File: src/rtl/maxpool_flex_sched.sv
// maxpool_flex_sched: sequencer around the serial 1D max-pool datapath.
// It accepts an A/B pair of parallel feature words per channel. It streams
// the pair LSW-first as 2*BW_IN/SER_BW back-to-back beats. It then waits for
// the pooled result, with a timeout, and hands the result downstream over
// valid/ready. Only one pair is in flight at a time.
// Optional: define MAXPOOL_SCHED_STATS_EN to add the stat_pairs/stat_stall
// counters.
module maxpool_flex_sched #(
  parameter int NO_CH      = 10,
  parameter int BW_IN      = 12,
  parameter int SER_BW     = 4,
  parameter int MP_LATENCY = 3,
  parameter int TIMEOUT    = 8
) (
  input  logic                             clk,
  input  logic                             rst,
  input  logic                             in_vld,
  output logic                             in_rdy,
  input  logic [NO_CH-1:0][BW_IN-1:0]      in_data_a,
  input  logic [NO_CH-1:0][BW_IN-1:0]      in_data_b,
  output logic                             mp_vld_in,
  output logic [NO_CH-1:0][SER_BW-1:0]     mp_data_in,
  input  logic                             mp_vld_out,
  input  logic [NO_CH-1:0][BW_IN-1:0]      mp_data_out,
  output logic                             out_vld,
  input  logic                             out_rdy,
  output logic [NO_CH-1:0][BW_IN-1:0]      out_data,
  output logic                             busy,
  output logic                             err
`ifdef MAXPOOL_SCHED_STATS_EN
  ,
  output logic [31:0]                      stat_pairs,
  output logic [31:0]                      stat_stall
`endif
);

  localparam int W      = BW_IN / SER_BW;
  localparam int NB     = 2 * W;
  localparam int LIMIT  = MP_LATENCY + TIMEOUT;
  localparam int BEAT_W = $clog2(NB) + 1;
  localparam int WAIT_W = $clog2(LIMIT) + 1;

  typedef enum logic [1:0] {
    S_IDLE  = 2'd0,
    S_SHIFT = 2'd1,
    S_WAIT  = 2'd2
  } state_t;

  state_t                          state_q, state_d;
  logic [NO_CH-1:0][BW_IN-1:0]     a_q, a_d;
  logic [NO_CH-1:0][BW_IN-1:0]     b_q, b_d;
  logic [BEAT_W-1:0]               beat_q, beat_d;
  logic [WAIT_W-1:0]               wait_q, wait_d;
  logic                            in_rdy_q, in_rdy_d;
  logic                            mp_vld_in_q, mp_vld_in_d;
  logic [NO_CH-1:0][SER_BW-1:0]    mp_data_in_q, mp_data_in_d;
  logic                            out_vld_q, out_vld_d;
  logic [NO_CH-1:0][BW_IN-1:0]     out_data_q, out_data_d;
  logic                            err_q, err_d;

  // Slice k of the serialized pair: beats 0..W-1 come from A, W..NB-1 from B.
  function automatic logic [NO_CH-1:0][SER_BW-1:0] beat_slice(
    input logic [NO_CH-1:0][BW_IN-1:0] a,
    input logic [NO_CH-1:0][BW_IN-1:0] b,
    input logic [BEAT_W-1:0]           k
  );
    int unsigned kk;
    beat_slice = '0;
    kk = 32'(k);
    for (int unsigned ch = 0; ch < NO_CH; ch++) begin
      if (kk < W) beat_slice[ch] = a[ch][kk*SER_BW +: SER_BW];
      else        beat_slice[ch] = b[ch][(kk-W)*SER_BW +: SER_BW];
    end
  endfunction

  // Next-state logic for the sequencer, the beat/wait counters and the registered outputs.
  // The beat outputs are loaded one cycle early: the first slice is loaded on
  // the accept edge, so beat_q always indexes the beat currently on mp_data_in.
  always_comb begin
    state_d      = state_q;
    a_d          = a_q;
    b_d          = b_q;
    beat_d       = beat_q;
    wait_d       = wait_q;
    mp_vld_in_d  = 1'b0;
    mp_data_in_d = '0;
    out_vld_d    = out_vld_q;
    out_data_d   = out_data_q;
    err_d        = err_q;

    if (out_vld_q && out_rdy) out_vld_d = 1'b0;

    unique case (state_q)
      S_IDLE: begin
        if (in_vld && in_rdy_q) begin
          a_d          = in_data_a;
          b_d          = in_data_b;
          beat_d       = '0;
          mp_vld_in_d  = 1'b1;
          mp_data_in_d = beat_slice(in_data_a, in_data_b, '0);
          state_d      = S_SHIFT;
        end
      end
      S_SHIFT: begin
        if (beat_q == BEAT_W'(NB - 1)) begin
          wait_d  = '0;
          state_d = S_WAIT;
        end else begin
          beat_d       = beat_q + 1'b1;
          mp_vld_in_d  = 1'b1;
          mp_data_in_d = beat_slice(a_q, b_q, beat_q + 1'b1);
        end
      end
      S_WAIT: begin
        if (mp_vld_out) begin
          out_data_d = mp_data_out;
          out_vld_d  = 1'b1;
          state_d    = S_IDLE;
        end else if (wait_q == WAIT_W'(LIMIT - 1)) begin
          err_d   = 1'b1;
          state_d = S_IDLE;
        end else begin
          wait_d = wait_q + 1'b1;
        end
      end
      default: state_d = S_IDLE;
    endcase

    if (mp_vld_out && (state_q != S_WAIT)) err_d = 1'b1;

    // Registered ready: it rises only in the cycle after the downstream
    // handshake has cleared out_vld.
    in_rdy_d = (state_d == S_IDLE) && !out_vld_d;
  end

  // State and datapath registers.
  always_ff @(posedge clk or negedge rst) begin
    if (!rst) begin
      state_q      <= S_IDLE;
      a_q          <= '0;
      b_q          <= '0;
      beat_q       <= '0;
      wait_q       <= '0;
      in_rdy_q     <= 1'b0;
      mp_vld_in_q  <= 1'b0;
      mp_data_in_q <= '0;
      out_vld_q    <= 1'b0;
      out_data_q   <= '0;
      err_q        <= 1'b0;
    end else begin
      state_q      <= state_d;
      a_q          <= a_d;
      b_q          <= b_d;
      beat_q       <= beat_d;
      wait_q       <= wait_d;
      in_rdy_q     <= in_rdy_d;
      mp_vld_in_q  <= mp_vld_in_d;
      mp_data_in_q <= mp_data_in_d;
      out_vld_q    <= out_vld_d;
      out_data_q   <= out_data_d;
      err_q        <= err_d;
    end
  end

  assign in_rdy     = in_rdy_q;
  assign mp_vld_in  = mp_vld_in_q;
  assign mp_data_in = mp_data_in_q;
  assign out_vld    = out_vld_q;
  assign out_data   = out_data_q;
  assign err        = err_q;
  assign busy       = (state_q != S_IDLE);

`ifdef MAXPOOL_SCHED_STATS_EN
  logic [31:0] stat_pairs_q, stat_pairs_d;
  logic [31:0] stat_stall_q, stat_stall_d;

  // Count output handshakes and cycles stalled by the downstream side (wrapping).
  always_comb begin
    stat_pairs_d = stat_pairs_q;
    stat_stall_d = stat_stall_q;
    if (out_vld_q && out_rdy)  stat_pairs_d = stat_pairs_q + 32'd1;
    if (out_vld_q && !out_rdy) stat_stall_d = stat_stall_q + 32'd1;
  end

  // Statistics registers.
  always_ff @(posedge clk or negedge rst) begin
    if (!rst) begin
      stat_pairs_q <= '0;
      stat_stall_q <= '0;
    end else begin
      stat_pairs_q <= stat_pairs_d;
      stat_stall_q <= stat_stall_d;
    end
  end

  assign stat_pairs = stat_pairs_q;
  assign stat_stall = stat_stall_q;
`endif

endmodule

File: config.mk
export PLATFORM = sky130hd
export DESIGN_NAME = maxpool_flex_sched
export DESIGN_NICKNAME = d
export VERILOG_FILES = /design/src/rtl/maxpool_flex_sched.sv
export SDC_FILE = /design/constraint.sdc
export NUM_CORES = 1
export LEC_CHECK = 0
export ABC_CLOCK_PERIOD_IN_PS = 2400
export BUFFER_PORTS_ARGS = -buffer_cell sky130_fd_sc_hd__buf_2
export CORE_AREA = 2 2 204 206
export CTS_BUF_LIST = sky130_fd_sc_hd__clkbuf_16
export DETAILED_ROUTE_END_ITERATION = 16
export DIE_AREA = 0 0 206 208
export GPL_TIMING_DRIVEN = 0
export PLACE_DENSITY = 0.69
export RECOVER_POWER = 100
export SETUP_SLACK_MARGIN = 0.15
export SKIP_LAST_GASP = 1
export SLEW_MARGIN = 20
export SYNTH_ARGS = -nofsm -noshare
export SYNTH_HDL_FRONTEND = slang
export SYNTH_SLANG_ARGS = --single-unit
File: constraint.sdc
create_clock -name clk -period 2.4 [get_ports clk]
set_input_delay 0.36 -clock clk [delete_from_list [all_inputs] [get_ports clk]]
set_output_delay 0.36 -clock clk [all_outputs]
set_load 0.01 [all_outputs]
# --- After elaboration in Yosys (flattened, before gate mapping) ---
# Cells that the tools add are included.
totals:
  regBits: 415
  out_inout_bits: 165
  wordCells: 134
  inputBits: 365
classes:
  reduce_logical: 17
  mux: 35
  n_eq_ne: 11
  order_cmp: 1
  shift: 20
  n_addsub: 3
op_table:
  columns: ["cell", "n"]
  rows:
  - ["12-bit by 33-bit variable part select with 4-bit output", 10]
  - ["12-bit by 7-bit variable part select with 4-bit output", 10]
  - ["40-bit two-way mux", 2]
  - ["40-bit case mux with 2 select lines", 1]
  - ["4-bit two-way mux", 12]
  - ["5-bit two-way mux", 3]
  - ["2-bit != test (second input constant)", 6]
  - ["5-bit case mux with 2 select lines", 1]
  - ["2-bit nonzero test", 5]
  - ["1-bit two-way mux", 9]
  - ["2-bit two-way mux", 4]
  - ["4-bit case mux with 2 select lines", 1]
  - ["2-bit case mux with 3 select lines", 1]
  - ["3-bit AND reduction", 2]
  - ["5-bit by 1-bit adder with 5-bit output (second input constant)", 1]
  - ["5-bit by 4-bit equality test with 1-bit output (second input constant)", 1]
  - ["4-bit by 2-bit subtractor with 5-bit output (second input constant)", 1]
  - ["4-bit by 1-bit adder with 4-bit output (second input constant)", 1]
  - ["4-bit by 3-bit equality test with 1-bit output (second input constant)", 1]
  - ["1-bit logical AND", 4]
  - ["2-bit zero test", 2]
  - ["4-bit by 2-bit < comparator with 1-bit output (second input constant)", 1]
  - ["2-bit AND reduction", 2]
  - ["4-bit AND reduction", 1]
  - ["other kinds (5)", 5]

# --- Logic depth before layout (Yosys ltp) ---
# Gate-level depths: netlist of the first run.
logic_depth:
  ltp_word: 6
  ltp_mapped: 11
  depth_no_buf: 7

# --- Least setup slack after synthesis of the first run ---
# No wires, ideal clock.
synth_path:
  kind: "flip-flop to flip-flop"
  startpoint: "register beat_q[0]"
  endpoint: "register mp_data_in_q, in the netlist mp_data_in[23]"
  path_stages_with_launch: 12
  setup_ns: 0.130
  setup_slack_ns: -0.128
  t_arrival_ns: 2.398
  period_less_slack_ns: 2.528
  n_path_buf: 5
  required_ns: 2.270
  path_cell_list: "dfrtp_1 -> buf_2 -> clkinv_1 -> clkbuf_1 -> ha_1 -> buf_2 -> buf_2 -> buf_4 -> mux2i_1 -> nor2_1 -> a21oi_1 -> o221ai_2"
synth_lines:
  columns: ["item", "line", "rtl"]
  rows:
  - ["start, declared", "52", "logic [BEAT_W-1:0] beat_q, beat_d;"]
  - ["start signal, assigned", "154", "beat_q <= beat_d;"]
  - ["end signal, assigned", "158", "mp_data_in_q <= mp_data_in_d;"]
  - ["end, declared", "56", "logic [NO_CH-1:0][SER_BW-1:0] mp_data_in_q, mp_data_in_d;"]

==> impl_metrics.yaml, run 1 <==
pwr:
  peakVddDrop_mv: 0.8449
  p_sw_w: 0.01418
  pwr-share-seq_pct: 32.3
  leakage_nw: 13.40
  p_int_w: 0.02185
  p_per_area_nw_per_um2: 1402
  swShare_pct: 39.35
  power_frac_comb_pct: 49.3
  clockPowerShare_pct: 18.4
clock_network:
  cts_tree: "done"
  root_buffer: "clkbuf_16"
  clk_path_buf_depth: 3
  clk_pin_slew_worst_paths_ns: 0.06
  cts_buffers: 44
  cts_max_level: 2
  cts_sinks: 415
  insertion_delay_ns: 0.59
floorplan:
  die_height_um: 208
  die_w_um: 206
  start_util_pct: 43.89
  fp.dieArea_um2: 42850
  num_io_pins: 530
  core_um2: 40550
  row_count: 74
global_routing:
  grt_max_degree: 92
  met1_usage_pct: 36.95
  use_met3_pct: 8.177
  grt_pass1_vias: 16998
  grt_pass1_wl_mm: 99.28
  antenna_found_initial: 7
  use_met2_pct: 51.50
  track_usage_pct: 30.92
  grt.busiest_layer: "met2"
  grt-ovfl-total: 0
yosys:
  synth-main-ff-cell: "dfrtp_1"
  synthDistinctLibCells: 46
  syn_avg_cell_area_um2: 10.06
  ys_seq_area_share_pct: 58.35
  syn_nets: 2140
  synth_edf_count: 0
  postSynth.asyncResetShare_pct: 100.0
  syn_area_um2: 17800
  yosys_register_bits: 415
  yosysWarnings: 0
  syn_inst: 1770
setup_path:
  path_class: "reg -> reg"
  worstPathRequired_ns: 2.85
  cp-start-kind: "register"
  endpoint_kind: "register"
  cp_data_arrival_time_ns: 2.88
  critPathMaxFanout: 7
final_layout:
  layout-drive-gt1-share_pct: 28.05
  num-fill-cells: 3307
  multiInputGateArea_um2: 7278
  fin_nets: 2973
  regArea_um2: 10390
  syn2layout_area_growth_pct: 44.32
  layout_common_cells: "nand2_1 (727), dfrtp_1 (414), buf_2 (365)"
  stdcell_count: 3172
  final_common_cell: "nand2_1"
timing:
  whs_ns: 0.01586
  fmax_mhz: 411.9
  rsz0062_at_grt: "true"
  maxSlewViolCount: 0
  report.final.setup_viol: 3
  fin_crit_sh_pct: 101.2
  worst_pin_slew_ns: 1.158
  fin_worst_skew_ns: 0.02932
  max-slew-margin-rel_pct: 22.82
  min_period_ns: 2.428
  hold_violations: 0
  layout_setup_ws_ns: -0.02770
run_status:
  violations: "negative setup slack"
  status: "finished with violations"
route:
  route.detailed.drc: 0
  drtIter0Drc: 1258
  postRouteAntennaNets: 0
  vias: 16578
  first_pass_iters: 5
  post_drt_via_cell_ratio: 5.226
  drt_wl_total_mm: 67.86
  wl_per_cell_um: 21.39
place:
  gp_congestion: 0.9092
  dp_cells: 2835
  dp_hpwl_mm: 47.03
  numPortBuffers: 529
job:
  cap_violations: 0
hold_path:
  min_path_type: "in -> reg"
-- through the flow --
stage          utilization (%)  setup slack [ns]  power, W  TNS (ns)  area, um2
2_1_floorplan                -            0.1755   0.01979         0      17830
3_3_place_gp             52.15            -7.196   0.02454  -2988.30      21150
3_5_place_dp             52.44            -1.034   0.02491    -27.60      21270
4_1_cts                  62.75           0.01485   0.03442         0      25450
5_1_grt                  63.33          -0.07623   0.03783   -0.8850      25680
6_report                 63.34          -0.02770   0.03602  -0.04406      25690
-- cell usage after synthesis (3+ instances only) --
cell type	instances	share of area, %
a21oi_1	55	1.5
buf_1	9	0.19
inv_1	7	0.15
clkbuf_1	59	1.2
buf_6	4	0.25
nand2_1	727	15
a22o_1	27	1.3
buf_4	5	0.21
mux2i_1	108	6.1
nand4_1	3	0.11
dfrtp_1	415	58
mux2_2	120	7.6
nand3_1	4	0.11
nand2b_1	3	0.11
o221ai_1	13	0.64
buf_2	28	0.79
o21ai_0	28	0.79
xor2_1	3	0.15
ha_1	5	0.35
and3_1	27	0.95
nor2_1	89	1.9
-- state kept, by name (all words and copies together) (netlist names) --
register	cells
mp_vld_in	1
out_vld	1
out_data	120
a_q	120
in_rdy	1
wait_q	5
err	1
state_q	2
b_q	120
mp_data_in	40
beat_q	4
-- worst paths after layout --
kind	start	endpoint	slack [ns]	cells after the start
worst max register to register	beat_q[0]$_DFFE_PN0P_	mp_data_in[18]$_DFF_PN0_	-0.03	12
min in group asynchronous	rst	b_q[52]$_DFFE_PN0P_	0.58	2
worst max-delay path	beat_q[0]$_DFFE_PN0P_	mp_data_in[18]$_DFF_PN0_	-0.03	12
worst min-delay path	in_data_a[70]	a_q[70]$_DFFE_PN0P_	0.02	3
worst min register to register	b_q[15]$_DFFE_PN0P_	b_q[15]$_DFFE_PN0P_	0.47	2
max in group asynchronous	rst	out_data[64]$_DFFE_PN0P_	0.29	4
-- repair_timing --
action,4_1_cts,5_1_grt
pin swaps,19,34
cloned,6,2
endpoints found under the setup margin,81,181
resized for setup,122,91
hold buffers,200,0
setup buffers,27,19
hold endpoints to repair,275,0
-- power by group through the flow --
| stage | sequential, W | combinational [W] | clock (W) |
|---|---|---|---|
| final | 0.0116 | 0.0178 | 0.00662 |
| after global routing | 0.0119 | 0.0189 | 0.00699 |
| after CTS | 0.0115 | 0.0163 | 0.00671 |
| after detailed placement | 0.0115 | 0.0134 | 0 |
| after global placement | 0.0114 | 0.0131 | 0 |
| after floorplan | 0.0117 | 0.00807 | 0 |
-- worst max-delay path, stage by stage, from the launching register on --
cell and delay, ns:
dfrtp_1 0.41, buf_6 0.15, clkinv_8 0.05, clkbuf_16 0.14
ha_4 0.29, buf_12 0.15, clkbuf_16 0.16, buf_4 0.10
mux2i_1 0.21, nor2_1 0.10, o21ai_4 0.23, mux2i_1 0.11
a22o_1 0.20
-- metal layers --
metal	vias up	routed length, um	part of all wire (%)
li1	7438	-	-
met1	8070	25490	38
met2	853	32560	48
met3	207	6320	9.3
met4	10	3433	5.1
met5	-	62	0.091
-- cells by family after synthesis --
family	share of synthesized area, %
simple gates	19.23
flops	58.35
mux	13.67
compound gates	4.935
buf+inv	3.135
xor+xnor	0.3375
fa+ha+maj	0.3515
-- cell type report --
class                           count  area share, %
Sequential cell                   415          40.43
Multi-Input combinational cell   1238          28.33
Timing Repair Buffer              787          20.19
Clock buffer                       46          4.481
Buffer                            109          2.854
Tap cell                          532          2.591
Clock inverter                     35         0.9352
Inverter                            8         0.1656
Antenna cell                        2        0.01948
No activity file was read; power rests on OpenSTA's default activity.
==> run 2, diff against run 1 <==
--- a/constraint.sdc
+++ b/constraint.sdc
@@ -3,2 +3,2 @@
 set_output_delay 0.36 -clock clk [all_outputs]
-set_load 0.01 [all_outputs]
+set_load 0.1 [all_outputs]
==> run 2 against run 1 <==
- the flow still finishes with violations (negative setup slack)
- clock skew grew 0.0014 ns
- critical path depth stayed put
- via count hardly changed
- first-iteration DRC count is 4.0% lower
- critical path type unchanged
- highest routed layer unchanged
==> impl_metrics.yaml, run 2 (synthesized netlist as in run 1, its figures left out) <==
job:
  cap_violations: 0
timing:
  maxSlewViolCount: 0
  worst_pin_slew_ns: 1.232
  fin_crit_sh_pct: 101.4
  fmax_mhz: 411.0
  layout_setup_ws_ns: -0.03327
  hold_violations: 0
  rsz0062_at_grt: "true"
  report.final.setup_viol: 6
  min_period_ns: 2.433
  max-slew-margin-rel_pct: 18.22
  fin_worst_skew_ns: 0.03068
setup_path:
  cp.depth: 12
  critPathMaxFanout: 7
  worstRegToRegCells: 12
  path_class: "reg -> reg"
  cp-start-kind: "register"
  cp_top_family: "buffers and inverters"
  timing.rr.end: "mp_data_in[18]$_DFF_PN0_"
  max_stage_delay_ns: 0.41
  cp_data_arrival_time_ns: 2.89
  endpoint_kind: "register"
  worstPathCellList: "buf_6 -> clkinv_8 -> clkbuf_16 -> ha_4 -> buf_12 -> clkbuf_16 -> buf_4 -> mux2i_1 -> nor2_1 -> o21ai_4 -> mux2i_1 -> a22o_1"
  reg2reg_slack_ns: -0.03
  crit_buf_inv: 6
  crit_slowest_cell: "dfrtp_1"
  worstPathRequired_ns: 2.85
  r2r-start: "beat_q[0]$_DFFE_PN0P_"
global_routing:
  grt-ovfl-total: 0
  grt_pass1_wl_mm: 99.28
  track_usage_pct: 30.92
  antenna_found_initial: 7
  grt_max_degree: 92
  grt_pass1_vias: 16998
final_layout:
  layout_common_cells: "nand2_1 (727), dfrtp_1 (414), buf_2 (365)"
  layout-drive-gt1-share_pct: 31.35
  syn2layout_area_growth_pct: 44.95
  stdcell_count: 3173
  final_common_cell: "nand2_1"
  fin_nets: 2973
  num-fill-cells: 3257
hold_path:
  min_path_type: "in -> reg"
  min-delay-start: "in_data_a[70]"
  min_to: "a_q[70]$_DFFE_PN0P_"
  hold_depth: 3
place:
  dp_hpwl_mm: 47.03
  gp_congestion: 0.9092
  numPortBuffers: 529
  dp_cells: 2835
  dp_slack_ns: -1.034
route:
  post_drt_via_cell_ratio: 5.230
  vias: 16594
  drtIter0Drc: 1208
  wl_per_cell_um: 21.36
  drt_wl_total_mm: 67.77
  postRouteAntennaNets: 0
  route.detailed.drc: 0
  first_pass_iters: 5
clock_network:
  clk_path_buf_depth: 3
  cts_buffers: 44
  cts_max_level: 2
  cts_tree: "done"
  root_buffer: "clkbuf_16"
  cts_sinks: 415
  clk_pin_slew_worst_paths_ns: 0.06
  insertion_delay_ns: 0.59
floorplan:
  start_util_pct: 43.89
  core_um2: 40550
  row_count: 74
  die_w_um: 206
  die_height_um: 208
  num_io_pins: 530
  fp.dieArea_um2: 42850
pwr:
  p_per_area_nw_per_um2: 1686
  peakVddDrop_mv: 0.8483
  leakage_nw: 13.69
run_status:
  violations: "negative setup slack"
  status: "finished with violations"
==> run 2: cell count changes in the layout (fill, tap and decap cells not counted) <==
cell      previous run  this run
buf_1                1         9
clkbuf_1           220       125
clkbuf_2            24       111
diode_2              2         3
==> run 2: power by group <==
group / internal [W] / total (W) / switching, W / leakage, nW
combinational: 0.00824 / 0.0252 / 0.0170 / 7.61
clock: 0.00378 / 0.00661 / 0.00283 / 0.716
sequential: 0.00995 / 0.0116 / 0.00168 / 5.37
==> run 2: stage by stage <==
step	setup TNS, ns	area [um2]	total power (W)	utilization (%)	hold WS, ns
4_1_cts	0	25450	0.04176	62.75	0.00003975
5_1_grt	-0.8850	25790	0.04529	63.60	0.01115
6_report	-0.1015	25800	0.04348	63.62	0.01956
3_5_place_dp	-27.60	21270	0.03225	52.44	0.4058
2_1_floorplan	0	17830	0.02698	-	0.06441
3_3_place_gp	-2988.30	21150	0.03188	52.15	0.4507
==> run 2: area by class of cell <==
class                           instances  area (um2)  area share, %
Inverter                                8       42.54         0.1649
Tap cell                              532       665.6          2.580
Multi-Input combinational cell       1238        7278          28.21
Timing Repair Buffer                  787        5294          20.52
Clock inverter                         35       240.2         0.9312
Antenna cell                            3       7.507        0.02910
Sequential cell                       415       10390          40.26
Buffer                                109       733.2          2.842
Clock buffer                           46        1151          4.462
==> run 2: how the worst max path moves through the flow <==
| stage | startpoint | end |
|---|---|---|
| finish | beat_q[0]$_DFFE_PN0P_ | mp_data_in[18]$_DFF_PN0_ |
| global route | beat_q[0]$_DFFE_PN0P_ | mp_data_in[11]$_DFF_PN0_ |
| CTS | beat_q[0]$_DFFE_PN0P_ | mp_data_in[8]$_DFF_PN0_ |
| detailed placement | beat_q[0]$_DFFE_PN0P_ | mp_data_in[12]$_DFF_PN0_ |
| global placement | rst | out_data[62]$_DFFE_PN0P_ |
| floorplan | beat_q[0]$_DFFE_PN0P_ | mp_data_in[23]$_DFF_PN0_ |
==> run 2: metal layers <==
layer	wire length (um)	GRT usage, %	vias to the layer above
li1	-	-	7437
met1	25490	36.95	8123
met2	32550	51.50	821
met3	6247	8.177	203
met4	3415	15.12	10
met5	62	0	-
==> run 2: timing repair <==
action / 4_1_cts / 5_1_grt
gates resized for setup: 122 / 91
setup endpoints to repair: 81 / 181
hold buffers: 200 / 0
pin swaps: 19 / 34
buffers inserted: 27 / 19
hold endpoints to repair: 275 / 0
cloned: 6 / 2
==> run 2: tightest hold or removal path, stage by stage <==
cell     delay [ns]
buf_2          0.11
nand2_1        0.05
nand2_1        0.05
